### config.mk
export PLATFORM = sky130hd
export DESIGN_NAME = alu_multicycle_flat
export DESIGN_NICKNAME = d
export VERILOG_FILES = /design/src/rtl/alu_multicycle_if.sv /design/src/rtl/alu_multicycle.sv /design/src/flat_wrapper.sv
export SDC_FILE = /design/constraint.sdc
export NUM_CORES = 1
export LEC_CHECK = 0
export ABC_AREA = 1
export CORE_UTILIZATION = 48
export CTS_CLUSTER_DIAMETER = 150
export DETAILED_ROUTE_END_ITERATION = 8
export PLACE_DENSITY = 0.76
export SLEW_MARGIN = 0
export SYNTH_ARGS = -nofsm -noshare
export SYNTH_HDL_FRONTEND = slang
export SYNTH_SLANG_ARGS = --single-unit
### constraint.sdc
create_clock -name clk -period 2.3 [get_ports clk]
set_input_delay 0.46 -clock clk [delete_from_list [all_inputs] [get_ports clk]]
set_output_delay 0.46 -clock clk [all_outputs]
set_load 0.005 [all_outputs]
### src/rtl/alu_multicycle_if.sv
// -----------------------------------------------------------------------------
// alu_multicycle_if
//
// Bundles the operand/request channel and the result/condition-code channel of
// alu_multicycle.
//
// Handshake rules (both channels):
//   - A transfer happens on a rising clock edge where valid and ready are both
//     high.
//   - The producer holds valid, and the payload, stable until that transfer.
//   - The ready signal may be high without a pending valid.
//
// Signals:
//   in_valid   request presented (master -> slave)
//   in_ready   slave can accept a new operation
//   op         0=add, 1=sub, 2=and, 3=xor
//   a, b       operands, two's complement
//   out_valid  result and condition codes valid (slave -> master)
//   out_ready  master accepts the result
//   result     operation result
//   zf, sf, of Y86-64 condition codes
//
// Modports:
//   master  upstream/downstream side (execute-stage latches, CC register)
//   slave   the ALU itself
// -----------------------------------------------------------------------------
interface alu_multicycle_if #(
  parameter int WIDTH = 64
) ();

  logic             in_valid;
  logic             in_ready;
  logic [1:0]       op;
  logic [WIDTH-1:0] a;
  logic [WIDTH-1:0] b;
  logic             out_valid;
  logic             out_ready;
  logic [WIDTH-1:0] result;
  logic             zf;
  logic             sf;
  logic             of;

  modport master (
    output in_valid, op, a, b, out_ready,
    input  in_ready, out_valid, result, zf, sf, of
  );

  modport slave (
    input  in_valid, op, a, b, out_ready,
    output in_ready, out_valid, result, zf, sf, of
  );

endinterface

### src/rtl/alu_multicycle.sv
// -----------------------------------------------------------------------------
// alu_multicycle
//
// Multi-cycle add/sub/and/xor ALU producing Y86-64 condition codes. Operands are
// processed CHUNK bits per clock; a registered carry links consecutive chunks,
// so only a CHUNK-bit adder is needed.
//
// Parameters:
//   WIDTH   operand/result width (default 64)
//   CHUNK   bits processed per cycle (default 16); WIDTH must be a multiple
//
// Ports:
//   clk          rising-edge clock
//   rst_n        asynchronous active-low reset
//   bus          alu_multicycle_if slave modport (request + result channels)
//   dbg_state_o  current FSM state (0=IDLE, 1=BUSY, 2=DONE)
//
// Operation:
//   IDLE  accepts a request, latches operands (B inverted and carry-in set to 1
//         for sub, so sub = a + ~b + 1).
//   BUSY  one chunk per edge, least significant chunk first. The operand
//         registers shift right by CHUNK each edge so the active slice is
//         always the low CHUNK bits; the slice result enters the working
//         register from the top.
//   DONE  presents result and flags until out_ready.
//   Result/flag registers are only written on the edge that enters DONE, so
//   they hold their previous value through IDLE and BUSY.
// -----------------------------------------------------------------------------
module alu_multicycle #(
  parameter int WIDTH = 64,
  parameter int CHUNK = 16
) (
  input  logic              clk,
  input  logic              rst_n,
  alu_multicycle_if.slave   bus,
  output logic [1:0]        dbg_state_o
);

  localparam int NCHUNK = WIDTH / CHUNK;
  localparam int CNT_W  = (NCHUNK > 1) ? $clog2(NCHUNK) : 1;
  localparam logic [CNT_W-1:0] CNT_LAST = CNT_W'(NCHUNK - 1);

  generate
    if (CHUNK < 1 || (WIDTH % CHUNK) != 0) begin : g_bad_chunk
      $error("alu_multicycle: WIDTH must be a positive multiple of CHUNK");
    end
  endgenerate

  localparam logic [1:0] OP_ADD = 2'd0;
  localparam logic [1:0] OP_SUB = 2'd1;
  localparam logic [1:0] OP_AND = 2'd2;
  localparam logic [1:0] OP_XOR = 2'd3;

  typedef enum logic [1:0] {
    S_IDLE = 2'd0,
    S_BUSY = 2'd1,
    S_DONE = 2'd2
  } state_e;

  // ---------------------------------------------------------------------------
  // State
  // ---------------------------------------------------------------------------
  state_e           state_q;
  logic [WIDTH-1:0] a_q;
  logic [WIDTH-1:0] b_q;        // already inverted for sub
  logic [1:0]       op_q;
  logic             carry_q;
  logic [CNT_W-1:0] cnt_q;
  logic [WIDTH-1:0] work_q;     // partial result, filled from the top
  logic [WIDTH-1:0] result_q;
  logic             zf_q;
  logic             sf_q;
  logic             of_q;
  logic             in_ready_q;
  logic             out_valid_q;

  // ---------------------------------------------------------------------------
  // Chunk datapath
  // ---------------------------------------------------------------------------
  logic [CHUNK-1:0]       a_sl;
  logic [CHUNK-1:0]       b_sl;
  logic [CHUNK:0]         sum_ext;
  logic [CHUNK-1:0]       slice_res;
  logic                   is_arith;
  logic                   carry_out;
  logic                   carry_into_msb;
  logic [WIDTH+CHUNK-1:0] shift_cat;
  logic [WIDTH-1:0]       work_d;
  logic [WIDTH-1:0]       a_d;
  logic [WIDTH-1:0]       b_d;
  logic                   carry_d;
  logic                   zf_d;
  logic                   sf_d;
  logic                   of_d;
  logic                   is_last;

  always_comb begin
    a_sl      = a_q[CHUNK-1:0];
    b_sl      = b_q[CHUNK-1:0];
    sum_ext   = {1'b0, a_sl} + {1'b0, b_sl} + {{CHUNK{1'b0}}, carry_q};
    is_arith  = (op_q == OP_ADD) || (op_q == OP_SUB);

    slice_res = sum_ext[CHUNK-1:0];
    case (op_q)
      OP_AND:  slice_res = a_sl & b_sl;
      OP_XOR:  slice_res = a_sl ^ b_sl;
      default: slice_res = sum_ext[CHUNK-1:0];
    endcase

    carry_out = sum_ext[CHUNK];
    // Sum bit = a ^ b ^ carry-in, so the carry entering the slice MSB can be
    // recovered without a separate (CHUNK-1)-bit adder.
    carry_into_msb = sum_ext[CHUNK-1] ^ a_sl[CHUNK-1] ^ b_sl[CHUNK-1];
    carry_d   = is_arith & carry_out;

    // Concatenate then take the upper WIDTH bits: works even when CHUNK==WIDTH.
    shift_cat = {slice_res, work_q};
    work_d    = shift_cat[WIDTH+CHUNK-1:CHUNK];
    a_d       = a_q >> CHUNK;
    b_d       = b_q >> CHUNK;

    is_last   = (cnt_q == CNT_LAST);

    // Flags are only meaningful on the last chunk, where work_d is complete
    // and the slice MSB is the result MSB.
    zf_d      = ~|work_d;
    sf_d      = work_d[WIDTH-1];
    of_d      = is_arith & (carry_into_msb ^ carry_out);
  end

  // ---------------------------------------------------------------------------
  // FSM and registers
  // ---------------------------------------------------------------------------
  always_ff @(posedge clk or negedge rst_n) begin
    if (!rst_n) begin
      state_q     <= S_IDLE;
      a_q         <= '0;
      b_q         <= '0;
      op_q        <= OP_ADD;
      carry_q     <= 1'b0;
      cnt_q       <= '0;
      work_q      <= '0;
      result_q    <= '0;
      zf_q        <= 1'b0;
      sf_q        <= 1'b0;
      of_q        <= 1'b0;
      in_ready_q  <= 1'b1;
      out_valid_q <= 1'b0;
    end else begin
      case (state_q)
        S_IDLE: begin
          if (bus.in_valid) begin
            a_q        <= bus.a;
            b_q        <= (bus.op == OP_SUB) ? ~bus.b : bus.b;
            carry_q    <= (bus.op == OP_SUB);
            op_q       <= bus.op;
            cnt_q      <= '0;
            in_ready_q <= 1'b0;
            state_q    <= S_BUSY;
          end
        end

        S_BUSY: begin
          a_q     <= a_d;
          b_q     <= b_d;
          work_q  <= work_d;
          carry_q <= carry_d;
          if (is_last) begin
            result_q    <= work_d;
            zf_q        <= zf_d;
            sf_q        <= sf_d;
            of_q        <= of_d;
            out_valid_q <= 1'b1;
            state_q     <= S_DONE;
          end else begin
            cnt_q <= cnt_q + 1'b1;
          end
        end

        S_DONE: begin
          // in_valid is deliberately ignored here; upstream keeps holding it.
          if (bus.out_ready) begin
            out_valid_q <= 1'b0;
            in_ready_q  <= 1'b1;
            state_q     <= S_IDLE;
          end
        end

        default: begin
          out_valid_q <= 1'b0;
          in_ready_q  <= 1'b1;
          state_q     <= S_IDLE;
        end
      endcase
    end
  end

  // ---------------------------------------------------------------------------
  // Outputs
  // ---------------------------------------------------------------------------
  assign bus.in_ready  = in_ready_q;
  assign bus.out_valid = out_valid_q;
  assign bus.result    = result_q;
  assign bus.zf        = zf_q;
  assign bus.sf        = sf_q;
  assign bus.of        = of_q;
  assign dbg_state_o   = state_q;

endmodule
### src/flat_wrapper.sv
// flat-port wrapper written by rule: the top's interface ports become plain ports
module alu_multicycle_flat 
#(
  parameter int WIDTH = 64,
  parameter int CHUNK = 16
)
  (clk, rst_n, dbg_state_o, bus_in_valid, bus_op, bus_a, bus_b, bus_out_ready, bus_in_ready, bus_out_valid, bus_result, bus_zf, bus_sf, bus_of);
  alu_multicycle_if #(.WIDTH(WIDTH)) bus_i ();
  input  logic clk;
  input  logic rst_n;
  output logic [1:0] dbg_state_o;
  input wire logic [$bits(bus_i.in_valid)-1:0] bus_in_valid;
  input wire logic [$bits(bus_i.op)-1:0] bus_op;
  input wire logic [$bits(bus_i.a)-1:0] bus_a;
  input wire logic [$bits(bus_i.b)-1:0] bus_b;
  input wire logic [$bits(bus_i.out_ready)-1:0] bus_out_ready;
  output wire logic [$bits(bus_i.in_ready)-1:0] bus_in_ready;
  output wire logic [$bits(bus_i.out_valid)-1:0] bus_out_valid;
  output wire logic [$bits(bus_i.result)-1:0] bus_result;
  output wire logic [$bits(bus_i.zf)-1:0] bus_zf;
  output wire logic [$bits(bus_i.sf)-1:0] bus_sf;
  output wire logic [$bits(bus_i.of)-1:0] bus_of;
  assign bus_i.in_valid = bus_in_valid;
  assign bus_i.op = bus_op;
  assign bus_i.a = bus_a;
  assign bus_i.b = bus_b;
  assign bus_i.out_ready = bus_out_ready;
  assign bus_in_ready = bus_i.in_ready;
  assign bus_out_valid = bus_i.out_valid;
  assign bus_result = bus_i.result;
  assign bus_zf = bus_i.zf;
  assign bus_sf = bus_i.sf;
  assign bus_of = bus_i.of;
  alu_multicycle #(.WIDTH(WIDTH), .CHUNK(CHUNK)) u_core (.clk(clk), .rst_n(rst_n), .bus(bus_i), .dbg_state_o(dbg_state_o));
endmodule
==> reports/summary.txt, run 1 <==
WP data required - 2.71 ns
First-pass GRT wire length - 50400 um
Pre-antenna DRT Iters - 7
Fraction of layout cells with a size suffix above 1 - 7.53%
Top cells by area, synth - dfrtp_1, nand2_1, o21ai_0
Setup ws final - 0.0170 ns
Worst Skew - 0.0119 ns
Combinational power share - 45.4%
Max Cap Viol - 0
Final Total Pwr - 21.7 mW
Clock power frac - 19.8%
CP Capture Type - register
DR vias - 10.2k
Period minus WS final - 2.28 ns
Synth warnings - 0
Post-synthesis cell type count - 42
DP HPWL - 22200 um
Final Hold Viols - 0
Part of the power in registers - 34.8%
Syn Nets - 1602
Area grow syn2layout - 29.4%
CP arrival - 2.70 ns
CTS Root Cell - clkbuf_16
Vias in the first global route - 9811
Post-Route WL - 30900 um
Post-route ant nets - 0
Power density over the cells - 1400 mW/mm^2
Tightest Pin Transition - 0.592 ns
Psw - 8.73 mW
Final Max Slew Viols - 0
Fmax - 438 MHz
Post-Syn Instances - 1449
CTS buffer count - 26
Core box area - 0.0243 sq mm
Syn avg cell area - 8.23 sq um
# DRC - 0
Skew-Pair Late Insertion Delay - 0.53 ns
R2R Setup Slk - 0.02 ns
Worst R2R End - u_core.bus.zf$_DFFE_PN0P_
Startpoint types - register
Starting DRT DRC Count - 810
Share of the synthesized area in the top cell type - 52.4%
Unrepaired setup endpoints after global routing - yes
Synth Flop Type - dfrtp_1
CP Class - register to register
Worst Setup SP - u_core.b_q[0]$_DFFE_PN0P_
Vias per inst - 5.13
Die Y-Extent - 160 um
Maximum VDD drop - 0.583 mV
Seq/Total Area, Yosys - 52.7%
Reg2reg start - u_core.b_q[0]$_DFFE_PN0P_
IO buf count - 204
Global route total overflow - 0
H-tree Lvls - 1
CTS clock-pin slew for the worst setup and hold paths - 0.06 ns
Crit path capture - u_core.bus.zf$_DFFE_PN0P_
Die Wd - 160 um
# IOs - 205
Area of the die - 0.0255 sq mm
Site Rows - 57
EDFF count, synth - 0
Nets - 1793
Maximum fanout along the worst path - 4
Synth Register Bits - 251
Area leader, netlist - dfrtp_1
Worst Reg2Reg Path Length in Cells - 15
CTS tree - done
Asr flop ratio synth - 100%
All-Layer GR Usage - 24.6%
Routability Congestion - 0.886
Sw Ratio - 40.3%
Initial core utilization - 49.1%
Setup violators final - 0
Hold/Removal Path Class - input port to async pin
Power Internal - 12.9 mW
Outcome - finished clean
Initial antenna violation count - 2
Slew Limit Headroom - 60.6%
Lkg Pwr - 7.35 nW
Mapped Area - 0.0119 sq mm
Post-Place Setup Slack - -0.123 ns
WL/cell - 15.6 um
Tcrit/Tclk final - 99.3%
Largest net degree at the start of global routing - 112
# clock sinks - 251
Clock Tree Buf Depth - 3
-- synthesized netlist by cell type (3+ instances only) --
cell	instances
dfrtp_1	250
nand2_1	520
nand3_1	119
xnor2_1	21
a22oi_1	14
ha_1	17
nand2_2	4
nor2_1	46
a22o_1	15
nor3_1	3
inv_1	120
inv_2	3
o22ai_1	9
a21oi_1	13
clkbuf_1	41
o211ai_1	5
o21ai_0	146
buf_1	14
buf_2	16
nand4_1	11
xor2_1	35
nor2_2	4
-- layout make-up --
class | count | area (sq um)
antenna | 2 | 5.00
clock buffer | 37 | 773
clock inverter | 11 | 116
fill | 2018 | 8880
inverter | 124 | 472
multi-input combinational | 999 | 4960
sequential | 251 | 6280
tap | 324 | 405
timing repair buffer | 238 | 2430
-- per-layer routing --
layer  vias up  track usage, %  wire [um]
met2       340            38.8      14300
li1       5031               -          -
met1      4768            34.7      13900
met3        50            4.55       1990
met4         0            7.52        779
met5         -               0          0
-- worst min-delay path by stage --
stage | start | end | slack, ns | cells after the start
after floorplan | rst_n | u_core.a_q[0]$_DFFE_PN0P_ | 0.16 | 0
after global placement | u_core.bus.result[9]$_DFFE_PN0P_ | u_core.bus.result[9]$_DFFE_PN0P_ | 0.45 | 2
after detailed placement | rst_n | u_core.bus.result[10]$_DFFE_PN0P_ | 0.46 | 1
after CTS | u_core.bus.result[1]$_DFFE_PN0P_ | u_core.bus.result[1]$_DFFE_PN0P_ | 0.48 | 2
after global routing | u_core.bus.in_ready$_DFFE_PN1P_ | u_core.bus.in_ready$_DFFE_PN1P_ | 0.49 | 2
final | rst_n | u_core.bus.result[8]$_DFFE_PN0P_ | 0.47 | 2
-- power by group through the flow --
stage | combinational, mW | clock [mW] | sequential (mW)
final | 9.83 | 4.30 | 7.53
after global routing | 11.1 | 4.56 | 7.75
after CTS | 9.60 | 4.37 | 7.53
after detailed placement | 9.53 | 0 | 7.58
after global placement | 9.31 | 0 | 7.53
after floorplan | 6.11 | 0 | 7.25
-- layout by cell type, fill, tap and decap left out, types with 9 or more instances in the layout --
cell type and n:
inv_1 117, clkdlybuf4s50_1 203, a21oi_1 9, a22o_1 15
o21ai_0 146, ha_1 16, nand2_1 510, a22oi_1 14
buf_4 23, nand3_1 113, buf_12 10, xor2_1 35
clkbuf_16 27, o22ai_1 9, xnor2_1 21, nor2_1 43
nand2_2 13, dfrtp_1 250, nand4_1 11
-- per-stage QoR --
| stage | TNS [ns] | util (%) | cell area, sq um | hold WS (ns) | cells |
|---|---|---|---|---|---|
| floorplan | 0 | - | 11900 | 0.164 | 1449 |
| detailed placement | -0.399 | 59.3 | 14400 | 0.461 | 1932 |
| global route | -0.287 | 63.5 | 15400 | 0.490 | 1984 |
| finish | 0 | 63.5 | 15400 | 0.472 | 1986 |
| global placement | -0.193 | 59.3 | 14400 | 0.453 | 1932 |
| CTS | 0 | 63.0 | 15300 | 0.476 | 1981 |
-- critical path, cell delays in order (launching register included) --
cell	delay, ns
dfrtp_1	0.36
inv_2	0.05
fa_2	0.41
fa_2	0.41
inv_4	0.10
nand3_4	0.07
nand2_4	0.09
o21ai_0	0.09
a21oi_1	0.17
nor2_1	0.07
nand2_1	0.09
nor2_1	0.05
nand2_1	0.06
nor2_1	0.05
nand3_1	0.06
nand2_1	0.05
-- kinds of logic (layout without fill, tap and decap cells) --
kind of cell	Yosys count	after routing	share of synthesized area [%]
simple gates	713	713	24.3
flops	251	251	52.7
compound gates	211	211	10.1
buf+inv	199	410	6.65
xor+xnor	56	56	4.11
fa+ha+maj	19	19	2.12
other cells	0	2	0
-- sequential cells by signal, indices dropped and copies added (netlist names) --
| register | cells |
|---|---|
| u_core.a_q | 64 |
| u_core.b_q | 64 |
| u_core.bus.in_ready | 1 |
| u_core.bus.of | 1 |
| u_core.bus.out_valid | 1 |
| u_core.bus.result | 64 |
| u_core.bus.zf | 1 |
| u_core.carry_q | 1 |
| u_core.cnt_q | 2 |
| u_core.dbg_state_o | 2 |
| u_core.op_q | 2 |
| u_core.work_q | 48 |
-- timing repair --
| item | CTS | global route |
|---|---|---|
| pin swaps | 0 | 17 |
| endpoints found under the setup margin | 6 | 5 |
| gates resized for setup | 5 | 25 |
| buffers inserted | 0 | 3 |
| endpoints found under the hold margin | 61 | 0 |
| hold buffers | 1 | 0 |
(Power assumes the default switching activity.)
==> inputs of run 2 (changes only) <==
Settings changed: CORE_MARGIN set to 5.
==> run 2 against run 1 <==
  * Core utilization is essentially flat
  * Clock-buffer cell count grew 1
  * Clock skew shrank 0.0031 ns
  * Worst setup slack lost 0.0061 ns
  * Clock power shrank 3%
  * Register-to-register slack is essentially flat
  * Non-clock buffer count grew 11
  * Combinational power is essentially flat
  * First-iteration DRC count shrank 5.4%
  * Largest power group unchanged
==> reports/summary.txt, run 2 (synthesized netlist as in run 1, its figures left out) <==
Outcome - finished clean
Setup violators final - 0
Final Max Slew Viols - 0
Fraction of layout cells with a size suffix above 1 - 7.72%
Clock Tree Buf Depth - 3
# IOs - 205
CP Capture Type - register
Power Internal - 13.0 mW
Worst Skew - 0.00878 ns
DR vias - 10.3k
Initial core utilization - 48.9%
Period minus WS final - 2.29 ns
Largest net degree at the start of global routing - 110
Worst Reg2Reg Path Length in Cells - 16
WP data required - 2.77 ns
CTS buffer count - 26
Post-Place Setup Slack - -0.144 ns
Worst path slowest cell - fa_2
Slew Limit Headroom - 56.8%
# DRC - 0
CTS tree - done
Commonest non-fill, non-tap cell in the layout - nand2_1
Global route total overflow - 0
Core box area - 0.0244 sq mm
Area grow syn2layout - 29.9%
Combinational power share - 46.3%
Fmax - 437 MHz
Vias per inst - 5.17
Worst Setup SP - u_core.carry_q$_DFFE_PN0P_
Final Hold Viols - 0
CTS clock-pin slew for the worst setup and hold paths - 0.07 ns
Psw - 8.89 mW
Power density over the cells - 1410 mW/mm^2
DP Area - 0.0145 sq mm
# clock sinks - 251
DP HPWL - 24000 um
Die Y-Extent - 168 um
Post-Route WL - 33000 um
Buf/Inv on CP - 2
Fin area - 0.0155 sq mm
All-Layer GR Usage - 23.0%
Maximum VDD drop - 0.905 mV
Worst path cell trace - inv_2 > fa_2 > fa_2 > inv_2 > nand3_2 > nand2_4 > nand2_4 > nand2_1 > nand2_1 > nand3_2 > nand3_2 > nor2_2 > nand2_1 > nor2_1 > nand3_1 > nand2_1
Reg2reg start - u_core.carry_q$_DFFE_PN0P_
Lkg Pwr - 7.41 nW
Setup ws final - 0.0109 ns
Part of the power in registers - 34.6%
CTS Root Cell - clkbuf_16
Non-Filler Instances - 1995
Vias in the first global route - 10.0k
Clock power frac - 19.2%
IO buf count - 204
Startpoint types - register
Most common cell on crit path - nand2_1
Site Rows - 57
Nets - 1804
Skew-Pair Late Insertion Delay - 0.53 ns
Largest stage delay, worst path - 0.40 ns
Hold/Removal Path Class - register to register
R2R Setup Slk - 0.01 ns
Pre-antenna DRT Iters - 5
Post-route ant nets - 0
Crit. path cell count - 16
Starting DRT DRC Count - 766
Max Cap Viol - 0
Tightest Pin Transition - 0.648 ns
Commonest non-fill, non-tap cells in the layout - nand2_1, dfrtp_1, clkdlybuf4s50_1
Final Util - 63.5%
Die Wd - 168 um
WL/cell - 16.5 um
First-pass GRT wire length - 53100 um
CP arrival - 2.76 ns
Sw Ratio - 40.7%
Initial antenna violation count - 4
CP top delay family - simple AND/OR/NAND/NOR gates
Crit path capture - u_core.bus.zf$_DFFE_PN0P_
Worst R2R End - u_core.bus.zf$_DFFE_PN0P_
Tcrit/Tclk final - 99.5%
H-tree Lvls - 1
Unrepaired setup endpoints after global routing - yes
Maximum fanout along the worst path - 4
CP Class - register to register
Routability Congestion - 0.898
Dpl cells - 1941
Area of the die - 0.0281 sq mm
## run 2: changes by cell type in the layout (fill, tap and decap cells not counted), sizes merged
cell      change
buf          +11
diode         -1
clkbuf        +1
clkinvlp      -3
inv           +1
## run 2: how the worst min path moves through the flow
stage | from | depth (start not counted) | endpoint
after global placement | u_core.bus.in_ready$_DFFE_PN1P_ | 2 | u_core.bus.in_ready$_DFFE_PN1P_
after CTS | u_core.bus.in_ready$_DFFE_PN1P_ | 2 | u_core.bus.in_ready$_DFFE_PN1P_
after global routing | u_core.bus.in_ready$_DFFE_PN1P_ | 2 | u_core.bus.in_ready$_DFFE_PN1P_
after detailed placement | u_core.bus.in_ready$_DFFE_PN1P_ | 2 | u_core.bus.in_ready$_DFFE_PN1P_
final | u_core.bus.in_ready$_DFFE_PN1P_ | 2 | u_core.bus.in_ready$_DFFE_PN1P_
after floorplan | rst_n | 0 | u_core.a_q[0]$_DFFE_PN0P_
## run 2: routing by layer
metal	vias up	global-route usage (%)	wire, um
met3	54	5.23	2620
met4	8	5.96	731
li1	5047	-	-
met1	4854	31.9	14300
met5	-	0	61
met2	360	36.7	15200
## run 2: area by class of cell
cell class	count	area [sq um]
Fill cell	2099	8900
Sequential cell	251	6280
Tap cell	324	405
Inverter	124	469
Multi-Input combinational cell	999	4950
Clock buffer	38	746
Clock inverter	9	110
Antenna cell	1	2.50
Timing Repair Buffer	249	2520
## run 2: repair_timing
| item | 4_1_cts | 5_1_grt |
|---|---|---|
| pin swaps | 7 | 14 |
| hold endpoints to repair | 66 | 0 |
| setup buffers | 2 | 3 |
| hold buffers | 1 | 0 |
| endpoints found under the setup margin | 6 | 9 |
| resized for setup | 9 | 20 |
## run 2: power groups by stage
stage | clock [mW] | sequential [mW] | combinational (mW)
after global placement | 0 | 7.52 | 9.62
after detailed placement | 0 | 7.59 | 9.83
final | 4.19 | 7.55 | 10.1
after floorplan | 0 | 7.25 | 6.11
after global routing | 4.44 | 7.76 | 11.3
after CTS | 4.26 | 7.54 | 9.95
## run 2: worst reg2reg max path: stages (launching register included)
cell and delay [ns]:
dfrtp_1 0.35, inv_2 0.05, fa_2 0.40, fa_2 0.38, inv_2 0.10, nand3_2 0.09
nand2_4 0.12, nand2_4 0.05, nand2_1 0.07, nand2_1 0.06, nand3_2 0.08, nand3_2 0.07
nor2_2 0.10, nand2_1 0.06, nor2_1 0.09, nand3_1 0.07, nand2_1 0.07
## run 2: per-stage QoR
stage	hold slack (ns)	TNS [ns]	total power, mW
floorplan	0.164	0	13.4
global placement	0.453	-0.177	17.1
detailed placement	0.455	-0.411	17.4
CTS	0.465	0	21.8
global route	0.496	-0.163	23.5
finish	0.461	0	21.9
